File: src/rtl/clock_ctrl_pkg.sv
`default_nettype none
// ============================================================================
// Module      : clock_ctrl_pkg
// Description : Shared types and codes for the alarm-clock control plane:
//               display modes, alarm FSM states, edit-field codes and the
//               mode-advance helper.
// Revision    : 1.0 - initial release
// ============================================================================
package clock_ctrl_pkg;

   typedef enum logic [1:0] {
      CLOCK     = 2'd0,
      ALARM     = 2'd1,
      TIMER     = 2'd2,
      STOPWATCH = 2'd3
   } mode_t;

   typedef enum logic [1:0] {
      IDLE    = 2'd0,
      ARMED   = 2'd1,
      RINGING = 2'd2,
      SNOOZE  = 2'd3
   } alarm_state_t;

   // Alarm FSM encodings as plain constants for the state register
   localparam logic [1:0] ST_IDLE    = IDLE;
   localparam logic [1:0] ST_ARMED   = ARMED;
   localparam logic [1:0] ST_RINGING = RINGING;
   localparam logic [1:0] ST_SNOOZE  = SNOOZE;

   // sw_field codes selecting which time field a set press increments
   localparam logic [1:0] FIELD_HH = 2'b01;
   localparam logic [1:0] FIELD_MM = 2'b10;

   // Display mode sequence CLOCK -> ALARM -> TIMER -> STOPWATCH -> CLOCK
   function automatic logic [1:0] next_mode(input logic [1:0] m);
      return m + 2'd1;
   endfunction

endpackage : clock_ctrl_pkg
`default_nettype wire

File: src/rtl/btn_debounce.sv
`default_nettype none
// ============================================================================
// Module      : btn_debounce
// Description : Active-low push-button conditioner: 2-flop synchronizer,
//               stability counter and a one-cycle press pulse on a debounced
//               1->0 transition. A button held through reset produces no
//               press until it has been seen released.
// Revision    : 1.0 - initial release
// ============================================================================
module btn_debounce #(
   parameter int DEBOUNCE_CYCLES = 2000000
) (
   input  logic clk,
   input  logic rst,
   input  logic btn_n,
   output logic press
);

   localparam int CW = (DEBOUNCE_CYCLES < 2) ? 1 : $clog2(DEBOUNCE_CYCLES + 1);
   localparam logic [CW-1:0] CNT_LAST = CW'(DEBOUNCE_CYCLES - 1);

   logic          sync1;
   logic          sync2;
   logic [1:0]    sync_vld;   // sync2 carries a real post-reset sample once bit 1 is set
   logic          level;      // debounced level, 1 = released
   logic          seen_rel;   // a released level has been observed since reset
   logic [CW-1:0] cnt;

   // Synchronize, qualify stability and emit the press pulse
   always_ff @(posedge clk) begin
      if (rst) begin
         sync1    <= 1'b1;
         sync2    <= 1'b1;
         sync_vld <= 2'b00;
         level    <= 1'b1;
         seen_rel <= 1'b0;
         cnt      <= '0;
         press    <= 1'b0;
      end else begin
         sync1    <= btn_n;
         sync2    <= sync1;
         sync_vld <= {sync_vld[0], 1'b1};
         press    <= 1'b0;
         if (sync_vld[1] && sync2) begin
            seen_rel <= 1'b1;
         end
         if (sync2 != level) begin
            if (cnt == CNT_LAST) begin
               level <= sync2;
               cnt   <= '0;
               if (!sync2 && seen_rel) begin
                  press <= 1'b1;
               end
            end else begin
               cnt <= cnt + CW'(1);
            end
         end else begin
            cnt <= '0;
         end
      end
   end

endmodule : btn_debounce
`default_nettype wire

File: src/rtl/clock_mode_controller.sv
`default_nettype none
// ============================================================================
// Module      : clock_mode_controller
// Description : Control-plane sequencer for the alarm clock. Debounces the
//               mode and set buttons, runs the display-mode FSM, produces
//               increment / stopwatch strobes and owns the alarm
//               arm/ring/snooze FSM plus buzzer cadence.
//               Optional feature macro: SNOOZE_EN (mode press while ringing
//               snoozes instead of advancing mode).
// Revision    : 1.0 - initial release
// ============================================================================
module clock_mode_controller
   import clock_ctrl_pkg::*;
#(
   parameter int DEBOUNCE_CYCLES = 2000000,
   parameter int RING_SECONDS    = 60,
   parameter int SNOOZE_SECONDS  = 300
) (
   input  logic       clk,
   input  logic       rst,
   input  logic       tick_1hz,
   input  logic       btn_mode_n,
   input  logic       btn_set_n,
   input  logic       sw_edit,
   input  logic [1:0] sw_field,
   input  logic [7:0] time_hh,
   input  logic [7:0] time_mm,
   input  logic [7:0] time_ss,
   input  logic [7:0] alarm_hh,
   input  logic [7:0] alarm_mm,
   output logic [1:0] mode,
   output logic       inc_hh,
   output logic       inc_mm,
   output logic [1:0] inc_target,
   output logic       sw_run,
   output logic       sw_clear,
   output logic       alarm_armed,
   output logic       ring,
   output logic       buzzer
);

   localparam int RW = (RING_SECONDS < 2) ? 1 : $clog2(RING_SECONDS + 1);
   localparam logic [RW-1:0] RING_LAST = RW'(RING_SECONDS - 1);

   if (DEBOUNCE_CYCLES < 1 || RING_SECONDS < 1 || SNOOZE_SECONDS < 1) begin : g_bad_params
      $error("clock_mode_controller: all timing parameters must be >= 1");
   end

   // ---------------------------------------------------------------------
   // Button conditioning
   // ---------------------------------------------------------------------
   logic mode_press;
   logic set_press;

   btn_debounce #(.DEBOUNCE_CYCLES(DEBOUNCE_CYCLES)) u_db_mode (
      .clk   (clk),
      .rst   (rst),
      .btn_n (btn_mode_n),
      .press (mode_press)
   );

   btn_debounce #(.DEBOUNCE_CYCLES(DEBOUNCE_CYCLES)) u_db_set (
      .clk   (clk),
      .rst   (rst),
      .btn_n (btn_set_n),
      .press (set_press)
   );

   // ---------------------------------------------------------------------
   // State
   // ---------------------------------------------------------------------
   logic [1:0]    state;
   logic [RW-1:0] ring_cnt;
   logic          phase;

   logic [1:0]    state_nxt;
   logic [RW-1:0] ring_cnt_nxt;
   logic          phase_nxt;
   logic [1:0]    mode_nxt;
   logic          inc_hh_nxt;
   logic          inc_mm_nxt;
   logic [1:0]    inc_target_nxt;
   logic          sw_run_nxt;
   logic          sw_clear_nxt;

`ifdef SNOOZE_EN
   localparam int SW = (SNOOZE_SECONDS < 2) ? 1 : $clog2(SNOOZE_SECONDS + 1);
   localparam logic [SW-1:0] SNZ_LAST = SW'(SNOOZE_SECONDS - 1);
   logic [SW-1:0] snz_cnt;
   logic [SW-1:0] snz_cnt_nxt;
`endif

   logic set_evt;
   logic in_ring;
   logic alarm_set;
   logic disarm;
   logic arm_toggle;
   logic dismiss;
   logic act_set;
   logic snooze_req;
   logic alarm_match;
   logic arm_by_inc;

   // Decode button events and compute the next control/alarm state
   always_comb begin
      // A simultaneous mode press drops the set press
      set_evt     = set_press & ~mode_press;
      in_ring     = (state == ST_RINGING);
      alarm_set   = set_evt & (mode == ALARM) & ~sw_edit;
      disarm      = alarm_set & (state != ST_IDLE);
      arm_toggle  = alarm_set & (state == ST_IDLE);
      // Set presses while ringing are consumed as a dismiss unless they disarm
      dismiss     = set_evt & in_ring & ~disarm;
      act_set     = set_evt & ~in_ring;
`ifdef SNOOZE_EN
      snooze_req  = mode_press & in_ring;
`else
      snooze_req  = 1'b0;
`endif
      alarm_match = tick_1hz & (time_hh == alarm_hh) & (time_mm == alarm_mm)
                    & (time_ss == 8'd0);

      mode_nxt       = mode;
      inc_hh_nxt     = 1'b0;
      inc_mm_nxt     = 1'b0;
      inc_target_nxt = inc_target;
      sw_run_nxt     = sw_run;
      sw_clear_nxt   = 1'b0;
      state_nxt      = state;
      ring_cnt_nxt   = ring_cnt;
      phase_nxt      = phase;
`ifdef SNOOZE_EN
      snz_cnt_nxt    = snz_cnt;
`endif

      if (mode_press && !sw_edit && !snooze_req) begin
         mode_nxt = next_mode(mode);
      end

      if (act_set && sw_edit && (mode != STOPWATCH)) begin
         case (sw_field)
            FIELD_HH: inc_hh_nxt = 1'b1;
            FIELD_MM: inc_mm_nxt = 1'b1;
            default:  ;
         endcase
      end
      if (inc_hh_nxt || inc_mm_nxt) begin
         inc_target_nxt = mode;
      end
      arm_by_inc = (inc_hh_nxt | inc_mm_nxt) & (mode == ALARM);

      if (act_set && (mode == STOPWATCH)) begin
         if (sw_edit) begin
            sw_clear_nxt = 1'b1;
            sw_run_nxt   = 1'b0;
         end else begin
            sw_run_nxt   = ~sw_run;
         end
      end

      if (disarm) begin
         state_nxt    = ST_IDLE;
         ring_cnt_nxt = '0;
         phase_nxt    = 1'b0;
`ifdef SNOOZE_EN
         snz_cnt_nxt  = '0;
`endif
      end else if (dismiss) begin
         state_nxt    = ST_ARMED;
         ring_cnt_nxt = '0;
         phase_nxt    = 1'b0;
`ifdef SNOOZE_EN
      end else if (snooze_req) begin
         state_nxt    = ST_SNOOZE;
         ring_cnt_nxt = '0;
         phase_nxt    = 1'b0;
         snz_cnt_nxt  = '0;
`endif
      end else begin
         case (state)
            ST_IDLE: begin
               if (arm_toggle || arm_by_inc) begin
                  state_nxt = ST_ARMED;
               end
            end
            ST_ARMED: begin
               if (alarm_match) begin
                  state_nxt    = ST_RINGING;
                  ring_cnt_nxt = '0;
                  phase_nxt    = 1'b1;
               end
            end
            ST_RINGING: begin
               if (tick_1hz) begin
                  if (ring_cnt == RING_LAST) begin
                     state_nxt    = ST_ARMED;
                     ring_cnt_nxt = '0;
                     phase_nxt    = 1'b0;
                  end else begin
                     ring_cnt_nxt = ring_cnt + RW'(1);
                     phase_nxt    = ~phase;
                  end
               end
            end
`ifdef SNOOZE_EN
            ST_SNOOZE: begin
               if (tick_1hz) begin
                  if (snz_cnt == SNZ_LAST) begin
                     state_nxt    = ST_RINGING;
                     ring_cnt_nxt = '0;
                     phase_nxt    = 1'b1;
                     snz_cnt_nxt  = '0;
                  end else begin
                     snz_cnt_nxt  = snz_cnt + SW'(1);
                  end
               end
            end
`endif
            default: begin
               state_nxt    = ST_IDLE;
               ring_cnt_nxt = '0;
               phase_nxt    = 1'b0;
            end
         endcase
      end
   end

   // Register state and all outputs from their next values
   always_ff @(posedge clk) begin
      if (rst) begin
         state       <= ST_IDLE;
         ring_cnt    <= '0;
         phase       <= 1'b0;
         mode        <= CLOCK;
         inc_hh      <= 1'b0;
         inc_mm      <= 1'b0;
         inc_target  <= 2'd0;
         sw_run      <= 1'b0;
         sw_clear    <= 1'b0;
         alarm_armed <= 1'b0;
         ring        <= 1'b0;
         buzzer      <= 1'b0;
      end else begin
         state       <= state_nxt;
         ring_cnt    <= ring_cnt_nxt;
         phase       <= phase_nxt;
         mode        <= mode_nxt;
         inc_hh      <= inc_hh_nxt;
         inc_mm      <= inc_mm_nxt;
         inc_target  <= inc_target_nxt;
         sw_run      <= sw_run_nxt;
         sw_clear    <= sw_clear_nxt;
         alarm_armed <= (state_nxt != ST_IDLE);
         ring        <= (state_nxt == ST_RINGING);
         buzzer      <= (state_nxt == ST_RINGING) & phase_nxt;
      end
   end

`ifdef SNOOZE_EN
   // Snooze dwell counter
   always_ff @(posedge clk) begin
      if (rst) begin
         snz_cnt <= '0;
      end else begin
         snz_cnt <= snz_cnt_nxt;
      end
   end
`endif

endmodule : clock_mode_controller
`default_nettype wire

File: config.mk
export PLATFORM = sky130hd
export DESIGN_NAME = clock_mode_controller
export DESIGN_NICKNAME = d
export VERILOG_FILES = /design/src/rtl/clock_ctrl_pkg.sv /design/src/rtl/btn_debounce.sv /design/src/rtl/clock_mode_controller.sv
export SDC_FILE = /design/constraint.sdc
export NUM_CORES = 1
export LEC_CHECK = 0
export ABC_AREA = 1
export CELL_PAD_IN_SITES_DETAIL_PLACEMENT = 1
export CELL_PAD_IN_SITES_GLOBAL_PLACEMENT = 1
export CORE_UTILIZATION = 36
export CTS_BUF_LIST = sky130_fd_sc_hd__clkbuf_4 sky130_fd_sc_hd__clkbuf_8
export DETAILED_ROUTE_END_ITERATION = 8
export PLACE_DENSITY = 0.87
export SLEW_MARGIN = 15
export SYNTH_ARGS = -nofsm -noshare
export SYNTH_HDL_FRONTEND = slang
export SYNTH_SLANG_ARGS = --single-unit
File: constraint.sdc
create_clock -name clk -period 1.8 [get_ports clk]
set_clock_uncertainty 0.2 [all_clocks]
set_input_delay 0.27 -clock clk [delete_from_list [all_inputs] [get_ports clk]]
set_output_delay 0.27 -clock clk [all_outputs]
set_load 0.02 [all_outputs]
# ---- Word-level counts from Yosys, hierarchy flattened
# Cells that the tools add are included.
dict set report totals {
  romBits 0
  regBits 76
  inputBits 48
  mem_bits_rw 0
  latch_bits 0
  n_memories 0
}
dict set report classes {
  n_addsub 4
  n_mul 0
  eq_ne 17
  reduce_logical 26
  shift 0
  bitwise_logic 26
  n_lt_le_gt_ge 0
  muxes 27
  div 0
}
# operator count
set ops {}
lappend ops {{$add A21 B1 Y21 const B} 2}
lappend ops {{$eq A21 B21 Y1 const B} 2}
lappend ops {{$mux W6} 3}
lappend ops {{$pmux W6 S3} 1}
lappend ops {{$eq A8 B8 Y1} 2}
lappend ops {{$mux W1} 15}
lappend ops {{$reduce_or A3 Y1} 5}
lappend ops {{$and A1 B1 Y1} 13}
lappend ops {{$mux W2} 6}
lappend ops {{$not A1 Y1} 12}
lappend ops {{$eq A2 B2 Y1 const B} 4}
lappend ops {{$logic_and A1 B1 Y1} 8}
lappend ops {{$logic_not A8 Y1} 1}
lappend ops {{$add A6 B1 Y6 const B} 1}
lappend ops {{$eq A2 B1 Y1 const B} 3}
lappend ops {{$eq A6 B6 Y1 const B} 1}
lappend ops {{$ne A2 B2 Y1 const B} 3}
lappend ops {{$pmux W2 S3} 1}
lappend ops {{$reduce_and A2 Y1} 2}
lappend ops {{$reduce_bool A2 Y1} 2}
lappend ops {{$logic_not A1 Y1} 3}
lappend ops {{$pmux W1 S3} 1}
lappend ops {{$reduce_and A3 Y1} 1}
lappend ops {{$add A2 B1 Y2 const B} 1}
lappend ops {{5 further kinds} 7}

# ---- Longest topological paths before layout
dict set report depth {
  word_depth 15
  depth_mapped 12
  ltp_nobuf 12
}

# ---- Modules after synthesis
# Synthesis repeated with hierarchy kept, for this count alone.
dict set report hier_totals {
  cells_unflattened 582
  area_unflattened_um2 3938.8
}
# module seq_area_each_um2 instances area_each_um2 cells_each
set modules_own_cells {}
lappend modules_own_cells {btn_debounce 560.5 2 1295.0 179}
lappend modules_own_cells {clock_mode_controller 400.4 1 1348.8 224}

# ---- Least setup slack after synthesis
# OpenSTA, ideal clock, no wires.
dict set report synth_path {
  kind {reg-to-reg}
  startpoint {register u_db_mode.cnt[0]}
  endpoint {register u_db_mode.cnt[20]}
  stages_incl_launch_ff 10
  t_arrival_ps 1514
  setup_slack_ps -29
  required_time_ps 1485
  path_buffers 0
  synth_period_minus_slack_ps 1829
  path_cell_list {dfxtp_1 -> ha_1 -> nand3_2 -> nor3_4 -> nand2_2 -> nor2_4 -> nand2_4 -> nor3_2 -> a21oi_1 -> and2_1}
}
dict set report synth_between {
  elab_chain_len 2
  word_cells_on_any_way 3
  cone_classes {add/sub: 1; eq/ne: 1; reduce/logical: 1}
}
# element line
set synth_rtl {}
lappend synth_rtl {{start: declaration} btn_debounce.sv:27} ;# logic [CW-1:0] cnt;
lappend synth_rtl {{start signal: assignment} btn_debounce.sv:55} ;# cnt <= cnt + CW'(1);
lappend synth_rtl {{branches (longest 2 deep; another with $add A21 B1 Y21)} n/a}
# Several ways; the timed one is not identified.
# A chain may end at the register's enable or synchronous reset.

# ---- Worst setup path after layout
dict set report layout_path {
  startpoint {register u_db_set.cnt[10]}
  endpoint {register u_db_set.cnt[19]}
}
dict set report layout_between {
  elab_chain_len 2
  word_cells_on_any_way 3
  cone_classes {add/sub: 1; eq/ne: 1; reduce/logical: 1}
}
# element line
set layout_rtl {}
lappend layout_rtl {{start: declaration} btn_debounce.sv:27}
lappend layout_rtl {{start signal: assignment} btn_debounce.sv:55}
lappend layout_rtl {{branches (longest 2 deep; another with $add A21 B1 Y21)} n/a}
# Several ways; the timed one is not identified.

==> impl_results.md <==
* Setup slack after layout at -49.58 ps
* Status: finished with violations
* Seq/Total Area, Yosys at 0.3900
* DIE HEIGHT at 104.7 um
* Initial DRC Count at 160
* Full die area at 10970 um2
* HPWL Detailed at 8.538 mm
* Final Hold Vio Count at 0
* IO buf count at 58
* Worst-Margin Slew at 335.5 ps
* Pwr dens at 592.8 nW/um2
* Clock tree from TritonCTS: yes
* Initial core utilization at 0.3696
* First-pass GRT wire length at 19.20 mm
* Fin nets at 730
* WP data required at 1890 ps
* EDFF count, synth at 0
* Critical path capture point type: flop
* Tot GR Track Use at 0.2169
* Share of layout cells above drive strength 1 at 0.2346
* Syn avg cell area at 6.783 um2
* Max-Cap Viols at 0
* Wirelength per Cell at 16.41 um
* Crit Path Class: reg -> reg
* Yosys warns at 0
* Fill count at 1301
* Post-DR vias/cell at 5.089
* Root buffer cell: clkbuf_8
* Slew Limit Fails at 0
* TritonCTS Sinks at 74
* Yosys cell types at 36
* CTS Buffer Depth at 2
* Most used cell, CP: nand2_1
* Worst path arrival time at 1940 ps
* Worst path slowest cell: dfxtp_1
* Worst skew pair latency at 360 ps
* Routed WL at 13.43 mm
* Setup_tns at -70.42 ps
* Fin crit share at 1.028
* Die width at 104.7 um
* Number of synthesized register bits at 74
* Post-Synthesis Cells at 560
* RSZ-0062 raised after global routing: yes
* First-pass DRT Iterations at 4
* Final setup fails at 5
* Synthesized Nets at 613
* Min-delay worst type: reg -> reg
* GRT overflow at 0
* Fin util at 0.5359
* Cell Rows at 37
* RD Place Congestion at 0.8107
* Crit-path cells: inv_1 > nor3_2 > nand2_1 > nor3_1 > nand2_1 > or2_0 > a21oi_1
* Core ar. at 10280 um2
* Setup crit start kind: flop
* Initial antenna violation count at 0
* CTS Hold Bufs at 0
* Vias at 4163
* Failing checks: setup timing
* Worst-path maximum fanout at 4
* Relative max-transition margin at 0.7746
* Maximum clock rate at 0.5407 GHz
* Vias in the first global route at 4206
* H-tree depth at 3
* Top Ports at 59
* CP peak stage delay at 400 ps
* Fraction of registers with async set/reset at 0
* VDD IR-drop max at 0.3853 mV
* Antenna Cells at 0
* Register area at 1505 um2
* Cts bufs inserted at 9
* Layout area overhead at 44.99%
* Final ANT Viol Nets at 0
* Multi-input combinational cell area at 2232 um2
* Synth Cell Area at 3799 um2
* Reg clk slew, reported paths at 90 ps
* Minimum clock period at 1850 ps
* Leakage at 2.297 nW
* Largest net degree at the start of global routing at 22
* Ys flop type: dfxtp_1
* DRC violations left at 0
-- layer usage --
layer | vias up | share of wire | global-route usage
met4 | 0 | 0.027 | 0.08350
li1 | 2023 | - | -
met3 | 33 | 0.036 | 0.04304
met5 | - | 0 | 0
met2 | 116 | 0.52 | 0.3945
met1 | 1991 | 0.41 | 0.2484
-- logic make-up (layout without fill, tap and decap cells) --
group                    Yosys count  after routing  share of synthesized area
buffers and inverters             91            213                    0.09190
AO/OA/AOI/OAI                     50             50                    0.06950
adder cells (fa/ha/maj)            5              5                    0.01647
AND/OR/NAND/NOR                  323            323                     0.3930
flip-flops                        74             74                     0.3900
XOR/XNOR                          17             17                    0.03920
-- area by class of cell --
| type | instances | area share |
|---|---|---|
| Timing Repair Buffer | 112 | 0.1942 |
| Clock buffer | 12 | 0.02885 |
| Tap cell | 136 | 0.03090 |
| Inverter | 85 | 0.05838 |
| Sequential cell | 74 | 0.2733 |
| Clock inverter | 4 | 0.009087 |
| Multi-Input combinational cell | 395 | 0.4053 |
-- synthesized netlist by cell type, types with 3 or more instances --
cell type  count  share of area
nand2_1      125           0.12
inv_1         83          0.082
nor2_1        77          0.076
dfxtp_1       74           0.39
nand3_1       38          0.050
a21oi_1       30          0.040
nor3_1        28          0.037
o21ai_0       14          0.018
nand4_1       13          0.021
xor2_1        13          0.030
or2_2         10          0.016
nor4_1         6         0.0099
ha_1           5          0.016
nor3b_1        5         0.0099
xnor2_1        4         0.0092
buf_2          3         0.0040
nand2_2        3         0.0049
nor3_2         3         0.0079
o211ai_1       3         0.0059
-- stage by stage --
step	cell area [um2]	setup slack (ps)	total power [mW]	instances	hold slack [ps]
final	5508	-49.58	3.265	818	232.3
after global routing	5508	-147.5	3.383	818	239.3
after CTS	5182	-16.42	3.271	808	208.4
after detailed placement	4877	-371.9	1.915	789	196.7
after global placement	4877	-267.1	1.905	789	192.8
after floorplan	3824	8.915	1.764	560	173.8
-- worst max-delay path, delay by kind of cell (launching register included) --
| family | cells | cell delay, ps |
|---|---|---|
| AND/OR/NAND/NOR | 5 | 870 |
| flip-flops | 1 | 400 |
| buffers and inverters | 1 | 140 |
| AO/OA/AOI/OAI | 1 | 170 |
-- flip-flops by register name, indices dropped and copies added (netlist names), 2 cells and up --
signal	count
u_db_set.cnt	21
mode	2
state	2
u_db_mode.cnt	21
inc_target	2
ring_cnt	6
-- final timing paths --
| kind | depth (start not counted) | slack [ps] | to | from |
|---|---|---|---|---|
| min | 1 | 230 | u_db_set.sync2$_SDFF_PP1_ | u_db_set.sync1$_SDFF_PP1_ |
| max | 7 | -50 | u_db_set.cnt[19]$_SDFF_PP0_ | u_db_set.cnt[10]$_SDFF_PP0_ |
| min reg2reg | 1 | 230 | u_db_set.sync2$_SDFF_PP1_ | u_db_set.sync1$_SDFF_PP1_ |
| max reg2reg | 7 | -50 | u_db_set.cnt[19]$_SDFF_PP0_ | u_db_set.cnt[10]$_SDFF_PP0_ |
-- power breakdown --
group / internal, mW / switching (mW) / leakage, nW / total [mW]
sequential: 1.64 / 0.00658 / 0.606 / 1.65
clock: 0.729 / 0.637 / 0.102 / 1.37
combinational: 0.145 / 0.104 / 1.59 / 0.250
-- timing repair --
| item | 4_1_cts | 5_1_grt |
|---|---|---|
| endpoints found under the setup margin | 59 | 54 |
| gates cloned | 0 | 3 |
| buffers inserted | 3 | 7 |
| pin swaps | 5 | 18 |
| gates resized for setup | 29 | 66 |
-- placed cells by master (no fill, tap or decap), drive strengths merged, types with 13 or more instances in the layout --
cell type,count
a21oi,30
buf,52
clkbuf,14
clkdlybuf4s50,47
dfxtp,74
inv,85
nand2,129
nand3,39
nand4,14
nor2,80
nor3,32
o21ai,15
or2,14
xor2,13
Power figures use the tool's default switching activity.
